**config.mk**
```make
export PLATFORM = sky130hd
export DESIGN_NAME = mux_ndff_rx_flat
export DESIGN_NICKNAME = d
export VERILOG_FILES = /design/src/rtl/mux_ndff_pkg.sv /design/src/rtl/mux_ndff_rx_if.sv /design/src/rtl/mux_ndff_lane.sv /design/src/rtl/mux_ndff_rx.sv /design/src/flat_wrapper.sv
export SDC_FILE = /design/constraint.sdc
export NUM_CORES = 1
export LEC_CHECK = 0
export BUFFER_PORTS_ARGS = -buffer_cell sky130_fd_sc_hd__buf_4
export CORE_ASPECT_RATIO = 0.8
export CORE_MARGIN = 2
export CORE_UTILIZATION = 56
export DETAILED_ROUTE_END_ITERATION = 10
export PLACE_DENSITY = 0.83
export RECOVER_POWER = 100
export SYNTH_ARGS = -nofsm -noshare
export SYNTH_HDL_FRONTEND = slang
export SYNTH_SLANG_ARGS = --single-unit
```
**constraint.sdc**
```tcl
create_clock -name clkb -period 2.5 [get_ports clkb]
set_input_delay 0.25 -clock clkb [delete_from_list [all_inputs] [get_ports clkb]]
set_output_delay 0.25 -clock clkb [all_outputs]
set_load 0.01 [all_outputs]
```
**src/rtl/mux_ndff_pkg.sv**
```systemverilog
// Shared constants and helpers for the mux-recirculation CDC receiver.
// Enable protocol selectors, minimum synchroniser depth, short-pulse counter width,
// and a saturating increment for that counter.
package mux_ndff_pkg;

  localparam int unsigned MODE_LEVEL  = 0;
  localparam int unsigned MODE_TOGGLE = 1;
  localparam int unsigned SYNC_MIN    = 2;
  localparam int unsigned CNT_W       = 8;
  localparam int unsigned MIN_HI_MAX  = 255;

  // Counter holds at all-ones instead of wrapping.
  function automatic logic [CNT_W-1:0] sat_inc(input logic [CNT_W-1:0] v);
    return (v == {CNT_W{1'b1}}) ? v : v + 1'b1;
  endfunction

endpackage

```
**src/rtl/mux_ndff_rx_if.sv**
```systemverilog
// Bus bundle between the clka-domain source and the clkb-domain receiver.
//   en        : per-lane enable, asynchronous to clkb
//   data      : per-lane quasi-static source data, lane k at [k*DW +: DW]
//   err_clr   : clkb-domain pulse clearing all err bits
//   data_sync : synchronised data per lane
//   valid     : one-cycle pulse with each new data_sync value
//   err       : sticky short-pulse/overrun flag per lane
// master = source/observer side, slave = receiver side.
interface mux_ndff_rx_if #(
  parameter int unsigned DW  = 8,
  parameter int unsigned NCH = 2
) ();

  logic [NCH-1:0]    en;
  logic [NCH*DW-1:0] data;
  logic              err_clr;
  logic [NCH*DW-1:0] data_sync;
  logic [NCH-1:0]    valid;
  logic [NCH-1:0]    err;

  modport master (
    output en,
    output data,
    output err_clr,
    input  data_sync,
    input  valid,
    input  err
  );

  modport slave (
    input  en,
    input  data,
    input  err_clr,
    output data_sync,
    output valid,
    output err
  );

endinterface

```
**src/rtl/mux_ndff_lane.sv**
```systemverilog
// One receiver lane: N-flop enable synchroniser, edge detect, recirculating data
// register, valid pulse and short-pulse error detection.
//   clkb        : destination clock
//   rstn        : synchronous active-low reset
//   en_i        : asynchronous enable from the source domain
//   data_i      : source data, only ever sampled through the load mux
//   err_clr_i   : clears the sticky error flag (a same-cycle set wins)
//   data_sync_o : synchronised data
//   valid_o     : one-cycle pulse per transfer
//   err_o       : sticky short-pulse/overrun flag
module mux_ndff_lane
  import mux_ndff_pkg::*;
#(
  parameter int unsigned DW          = 8,
  parameter int unsigned SYNC_STAGES = 2,
  parameter int unsigned MODE        = MODE_LEVEL,
  parameter int unsigned MIN_HI      = 2
) (
  input  logic          clkb,
  input  logic          rstn,
  input  logic          en_i,
  input  logic [DW-1:0] data_i,
  input  logic          err_clr_i,
  output logic [DW-1:0] data_sync_o,
  output logic          valid_o,
  output logic          err_o
);

  localparam int unsigned S = SYNC_STAGES;
  localparam logic [CNT_W-1:0] MinHi = MIN_HI[CNT_W-1:0];

  logic [S-1:0]     sync_q, sync_d;
  logic             sdly_q, sdly_d;
  logic [DW-1:0]    data_q, data_d;
  logic             valid_q, valid_d;
  logic [CNT_W-1:0] cnt_q, cnt_d;
  logic             err_q, err_d;
  logic             seen_q, seen_d;

  logic s_last, rise, fall, tog, ld, short_evt;

  always_comb begin
    s_last = sync_q[S-1];
    rise   = s_last & ~sdly_q;
    fall   = ~s_last & sdly_q;
    tog    = s_last ^ sdly_q;

    sync_d = {sync_q[S-2:0], en_i};
    sdly_d = s_last;

    ld      = (MODE == MODE_TOGGLE) ? tog : s_last;
    data_d  = ld ? data_i : data_q;
    // Level mode keeps loading while high but flags only the first load.
    valid_d = (MODE == MODE_TOGGLE) ? tog : rise;

    if (MODE == MODE_TOGGLE) begin
      // Cycles since the last toggle; the very first toggle has no predecessor.
      cnt_d     = tog ? '0 : sat_inc(cnt_q);
      short_evt = tog & seen_q & (cnt_q < MinHi);
      seen_d    = seen_q | tog;
    end else begin
      // Length of the current synced-high run, judged when it ends.
      cnt_d     = s_last ? sat_inc(cnt_q) : '0;
      short_evt = fall & (cnt_q < MinHi);
      seen_d    = 1'b0;
    end

    err_d = short_evt | (err_q & ~err_clr_i);
  end

  always_ff @(posedge clkb) begin
    if (!rstn) begin
      sync_q  <= '0;
      sdly_q  <= 1'b0;
      data_q  <= '0;
      valid_q <= 1'b0;
      cnt_q   <= '0;
      err_q   <= 1'b0;
      seen_q  <= 1'b0;
    end else begin
      sync_q  <= sync_d;
      sdly_q  <= sdly_d;
      data_q  <= data_d;
      valid_q <= valid_d;
      cnt_q   <= cnt_d;
      err_q   <= err_d;
      seen_q  <= seen_d;
    end
  end

  assign data_sync_o = data_q;
  assign valid_o     = valid_q;
  assign err_o       = err_q;

endmodule

```
**src/rtl/mux_ndff_rx.sv**
```systemverilog
// Destination-domain receiver for the mux-recirculation CDC scheme: NCH independent
// lanes, each synchronising its enable and loading quasi-static source data.
//   clkb : destination clock, the only clock
//   rstn : synchronous active-low reset
//   bus  : slave side of mux_ndff_rx_if (en, data, err_clr in; data_sync, valid, err out)
// MODE 0 loads while the synced enable is high; MODE 1 loads once per enable toggle.
module mux_ndff_rx
  import mux_ndff_pkg::*;
#(
  parameter int unsigned DW          = 8,
  parameter int unsigned NCH         = 2,
  parameter int unsigned SYNC_STAGES = 2,
  parameter int unsigned MODE        = MODE_LEVEL,
  parameter int unsigned MIN_HI      = 2
) (
  input logic          clkb,
  input logic          rstn,
  mux_ndff_rx_if.slave bus
);

  if (SYNC_STAGES < SYNC_MIN) begin : g_bad_sync
    $error("mux_ndff_rx: SYNC_STAGES must be at least 2");
  end
  if (MODE != MODE_LEVEL && MODE != MODE_TOGGLE) begin : g_bad_mode
    $error("mux_ndff_rx: MODE must be 0 or 1");
  end
  if (MIN_HI < 1 || MIN_HI > MIN_HI_MAX) begin : g_bad_min_hi
    $error("mux_ndff_rx: MIN_HI must be in 1..255");
  end

  logic [NCH*DW-1:0] data_sync;
  logic [NCH-1:0]    valid;
  logic [NCH-1:0]    err;

  for (genvar k = 0; k < NCH; k++) begin : g_lane
    mux_ndff_lane #(
      .DW         (DW),
      .SYNC_STAGES(SYNC_STAGES),
      .MODE       (MODE),
      .MIN_HI     (MIN_HI)
    ) u_lane (
      .clkb       (clkb),
      .rstn       (rstn),
      .en_i       (bus.en[k]),
      .data_i     (bus.data[k*DW +: DW]),
      .err_clr_i  (bus.err_clr),
      .data_sync_o(data_sync[k*DW +: DW]),
      .valid_o    (valid[k]),
      .err_o      (err[k])
    );
  end

  assign bus.data_sync = data_sync;
  assign bus.valid     = valid;
  assign bus.err       = err;

endmodule

```
**src/flat_wrapper.sv**
```systemverilog
// flat-port wrapper written by rule: the top's interface ports become plain ports
module mux_ndff_rx_flat import mux_ndff_pkg::*;
#(
  parameter int unsigned DW          = 8,
  parameter int unsigned NCH         = 2,
  parameter int unsigned SYNC_STAGES = 2,
  parameter int unsigned MODE        = MODE_LEVEL,
  parameter int unsigned MIN_HI      = 2
)
  (clkb, rstn, bus_en, bus_data, bus_err_clr, bus_data_sync, bus_valid, bus_err);
  mux_ndff_rx_if #(.DW(DW), .NCH(NCH)) bus_i ();
  input logic clkb;
  input logic rstn;
  input wire logic [$bits(bus_i.en)-1:0] bus_en;
  input wire logic [$bits(bus_i.data)-1:0] bus_data;
  input wire logic [$bits(bus_i.err_clr)-1:0] bus_err_clr;
  output wire logic [$bits(bus_i.data_sync)-1:0] bus_data_sync;
  output wire logic [$bits(bus_i.valid)-1:0] bus_valid;
  output wire logic [$bits(bus_i.err)-1:0] bus_err;
  assign bus_i.en = bus_en;
  assign bus_i.data = bus_data;
  assign bus_i.err_clr = bus_err_clr;
  assign bus_data_sync = bus_i.data_sync;
  assign bus_valid = bus_i.valid;
  assign bus_err = bus_i.err;
  mux_ndff_rx #(.DW(DW), .NCH(NCH), .SYNC_STAGES(SYNC_STAGES), .MODE(MODE), .MIN_HI(MIN_HI)) u_core (.clkb(clkb), .rstn(rstn), .bus(bus_i));
endmodule
```
# == Word level (Yosys, flattened, before mapping) ==
# Index checks and enable logic that the tools add are counted.
# op_classes
add_sub_neg,2
mul,0
n_div,0
n_lt_le_gt_ge,2
n_eq_ne,2
shifts,0
n_mux,0
bitwise,15
reduce_logical,2
# op_table
op,count
$add A8 B1 Y8 const B,2
$eq A8 B8 Y1 const B,2
$lt A8 B2 Y1 const B,2
$and A1 B1 Y1,8
$not A1 Y1,5
$reduce_and A2 Y1,2
$or A1 B1 Y1,2
# totals
reg_bits,42
latch_bits,0
mem_bits_rw,0
romBits,0
inputBits,21
output_inout_bits,20
word_cells,35
memories,0

# == Logic depth before layout (Yosys ltp) ==
# logic_depth
ltp_word,4
ltp_mapped,5
ltp_nobuf,4

# == Cells and area by module ==
# Synthesis repeated with hierarchy kept, for this count alone.
# hier_totals
cells_unflattened,164
area_unflattened_um2,1739.2
# modules_own_cells
mod,instances,cells_each,area_each_um2,seq_area_each_um2
mux_ndff_lane,2,82,869.6,420.4

# == Worst setup path after synthesis ==
# No wires, ideal clock.
# synth_timing
path_type,register to register
from,reg u_core.g_lane[1].u_lane.cnt_q[0]
to,reg u_core.g_lane[1].u_lane.cnt_q[5]
setup_ns,0.091
t_arrival_ns,1.095
required_ns,2.409
slack_ns,1.314
path_stages_with_launch,5
path_buffers,0
period_less_slack_ns,1.186
cell_sequence,dfxtp_1 -> ha_1 -> and4_4 -> nand2_4 -> a311oi_1
# synth_between
elab_chain_len,1
elab_cells_between_ends,2
cone_classes,1 x add/sub; 1 x eq/ne
# synth_rtl
element,line,rtl
start: declaration,mux_ndff_lane.sv:36,"logic [CNT_W-1:0] cnt_q, cnt_d;"
start signal: assignment,mux_ndff_lane.sv:85,cnt_q <= cnt_d;
$add A8 B1 Y8 / $eq A8 B8 Y1 (equally long branches),mux_ndff_pkg.sv:14,return (v == {CNT_W{1'b1}}) ? v : v + 1'b1;
# Parallel ways exist; a longest one is shown, timed or not.
# A chain may end at the register's enable or synchronous reset.

# == Final worst setup path ==
# layout_timing
from,reg u_core.g_lane[1].u_lane.sync_q[1]
to,reg u_core.g_lane[1].u_lane.cnt_q[3]
# layout_between
elab_chain_len,1
# layout_rtl
element,line,rtl
start: declaration,mux_ndff_lane.sv:32,"logic [S-1:0] sync_q, sync_d;"
start signal: assignment,mux_ndff_lane.sv:81,sync_q <= sync_d;
$reduce_and A2 Y1 (no source line),-,
# Every way passes these cells.

==> summary.txt <==
Status - finished clean
DP Area - 0.00198 mm²
Worst Path Max Fanout - 10
Post-synthesis cell count - 172
CP Data Arrival Time - 1710 ps
CTS tree - yes
Starting Density - 60.0%
Largest net degree at the start of global routing - 26
Delay-heaviest family, CP - flip-flops
Total chip power - 1210 µW
TritonCTS buffer count - 5
Non-filler cells, final - 247
Worst Clk Skew - 8.26 ps
R2R setup slack - 1000 ps
Cell Chain, Critical Path - nand2_1 -> inv_1 -> o21ai_0 -> a31oi_1
Vias in the first global route - 1,293
Max-cap violation count - 0
Final wirelength - 3.53 mm
DIE AREA - 0.00349 mm²
Ys async rst share - 0%
Setup TNS - 0 ps
Final Max Tran Viols - 0
Final Cell Area - 0.00198 mm²
Pre-antenna DRT Iters - 4
Clk slew on worst S/H paths - 80 ps
Site row count - 17
Number of port buffers - 40
Relative slew slack - 46.4%
DRT iter0 DRCs - 117
CTS Sinks - 42
Ys Warns - 0
Setup violators final - 0
# diodes - 0
Die X-Extent - 65.5 µm
Critical path launch point type - register
Post-synth top flop - dfxtp_1
IO Count - 41
Register area share after synthesis - 49.6%
Distinct cells, synth - 34
Fraction of layout cells with a size suffix above 1 - 14.8%
Post-CTS sizing - 0
Initial antenna violation count - 0
Syn_area_per_cell - 9.86 µm²
Fill cell count - 234
Core Area - 0.00283 mm²
Placed insts - 239
Die height - 53.2 µm
Count of flip-flops with a built-in enable after synthesis - 0
Gpl congestion - 0.902
Drt via density - 5.64
Deepest clock path buffer count - 2
Yosys reg bits - 42
Syn_nets - 195
Routed via count - 1,392
Power Density - 611 mW/mm²
WL/cell - 14.3 µm
Growth of design area from synthesis to finish - 17.0%
Post-CTS Setup Inserts - 0
H-tree lvl count - 2
CTS root buffer - clkbuf_8
Crit path buffers/inverters - 1
Post-layout minimum cycle time - 1500 ps
Crit path max-delay cell type - dfxtp_1
WP data required - 2710 ps
Final period util - 60.0%
Hold Fails Final Rpt - 0
GRT Total Usage - 22.8%
Kind of critical path - register to register
Worst min-delay path category - primary input to register
Critical path's largest stage delay - 650 ps
Peak VDD IR - 0.378 mV
Max Fclk - 0.667 GHz
Lkg Pwr - 0.000760 µW
RSZ-0062 raised after global routing - false
Number of nets in the layout - 231
Routed Antenna Nets - 0
Cts hold-fix bufs - 0
DRC - 0
HPWL Detailed - 2.50 mm
First-pass GRT wire length - 5.88 mm
Crit end category - register
Gr ovfl total - 0
Worst-Skew Late Latency - 290 ps
Worst-margin pin slew - 804 ps
Cell area after synthesis - 0.00170 mm²
where the power goes:
part           internal (µW)  switching (µW)  total (µW)
clock                    223             223         445
combinational           41.6            28.4        70.1
sequential               684            12.8         697
cells in the final DEF (no fill, tap or decap), types with 4 or more instances in the layout:
cell type	count
clkbuf_1	22
dfxtp_1	42
nor2_1	4
buf_4	19
mux2i_1	18
nand2_1	8
a31oi_1	7
o21ai_0	7
and3_1	4
clkbuf_8	6
a21oi_1	5
nor2b_1	16
nor3_1	9
inv_1	4
and2_1	4
nand3_1	8
final timing paths:
kind / startpoint / end / cells after the start
worst max register to register: u_core.g_lane[1].u_lane.sync_q[1] / u_core.g_lane[1].u_lane.cnt_q[3] / 4
worst max-delay path: u_core.g_lane[1].u_lane.sync_q[1] / u_core.g_lane[1].u_lane.cnt_q[3] / 4
worst min-delay path: bus_en[0] / u_core.g_lane[0].u_lane.sync_q[0] / 2
worst min register to register: u_core.g_lane[1].u_lane.sdly_q / u_core.g_lane[1].u_lane.valid_o / 1
registers in the layout, summed over array words and instances, names as in the netlist:
name,flops
u_core.g_lane.u_lane.err_o,2
u_core.g_lane.u_lane.sdly_q,2
u_core.g_lane.u_lane.sync_q,4
u_core.g_lane.u_lane.cnt_q,16
u_core.g_lane.u_lane.valid_o,2
u_core.g_lane.u_lane.data_sync_o,16
synthesized netlist by cell type (all sizes together), types with 3 or more instances:
| master | n | area share (%) |
|---|---|---|
| a211oi | 3 | 1.3 |
| a21oi | 5 | 1.5 |
| a31oi | 7 | 2.6 |
| and2 | 4 | 1.5 |
| and3 | 6 | 2.4 |
| buf | 8 | 3.2 |
| clkbuf | 3 | 0.74 |
| dfxtp | 42 | 50 |
| inv | 4 | 0.88 |
| mux2i | 18 | 11 |
| nand2 | 9 | 2.7 |
| nand3 | 8 | 2.4 |
| nand4 | 3 | 1.1 |
| nor2 | 4 | 0.88 |
| nor2b | 16 | 5.9 |
| nor3 | 9 | 2.7 |
| o21ai | 7 | 2.1 |
area by class of cell:
type / instances / area (µm²) / share of cell area [%]
clock buffer: 7 / 86.3 / 4.35
clock inverter: 1 / 5.00 / 0.252
inverter: 4 / 15.0 / 0.757
multi-input combinational: 115 / 768 / 38.7
sequential: 42 / 841 / 42.4
tap: 38 / 47.5 / 2.40
timing repair buffer: 40 / 221 / 11.2
routing by layer:
metal  global-route usage [%]  routed length (µm)  up-vias
met4                     8.33                  55        0
met3                     7.45                 222        9
li1                         -                   -      684
met5                        0                   0        -
met2                     40.8                1740       66
met1                     25.4                1510      633
kinds of logic (layout without fill, tap and decap cells):
family | count (synthesis) | count (layout) | synth area share [%]
AO/OA/AOI/OAI | 27 | 27 | 9.81
adder cells (fa/ha/maj) | 2 | 2 | 1.47
buffers and inverters | 15 | 52 | 4.87
flip-flops | 42 | 42 | 49.6
multiplexers | 18 | 18 | 10.6
AND/OR/NAND/NOR | 68 | 68 | 23.7
metrics by stage:
stage	worst slack, ps	util [%]	hold slack, ps
finish	1000	70.1	163
global route	843	70.1	160
CTS	1100	73.1	162
detailed placement	1120	69.9	421
global placement	1190	69.9	413
floorplan	1310	-	361
(Power assumes the default switching activity.)
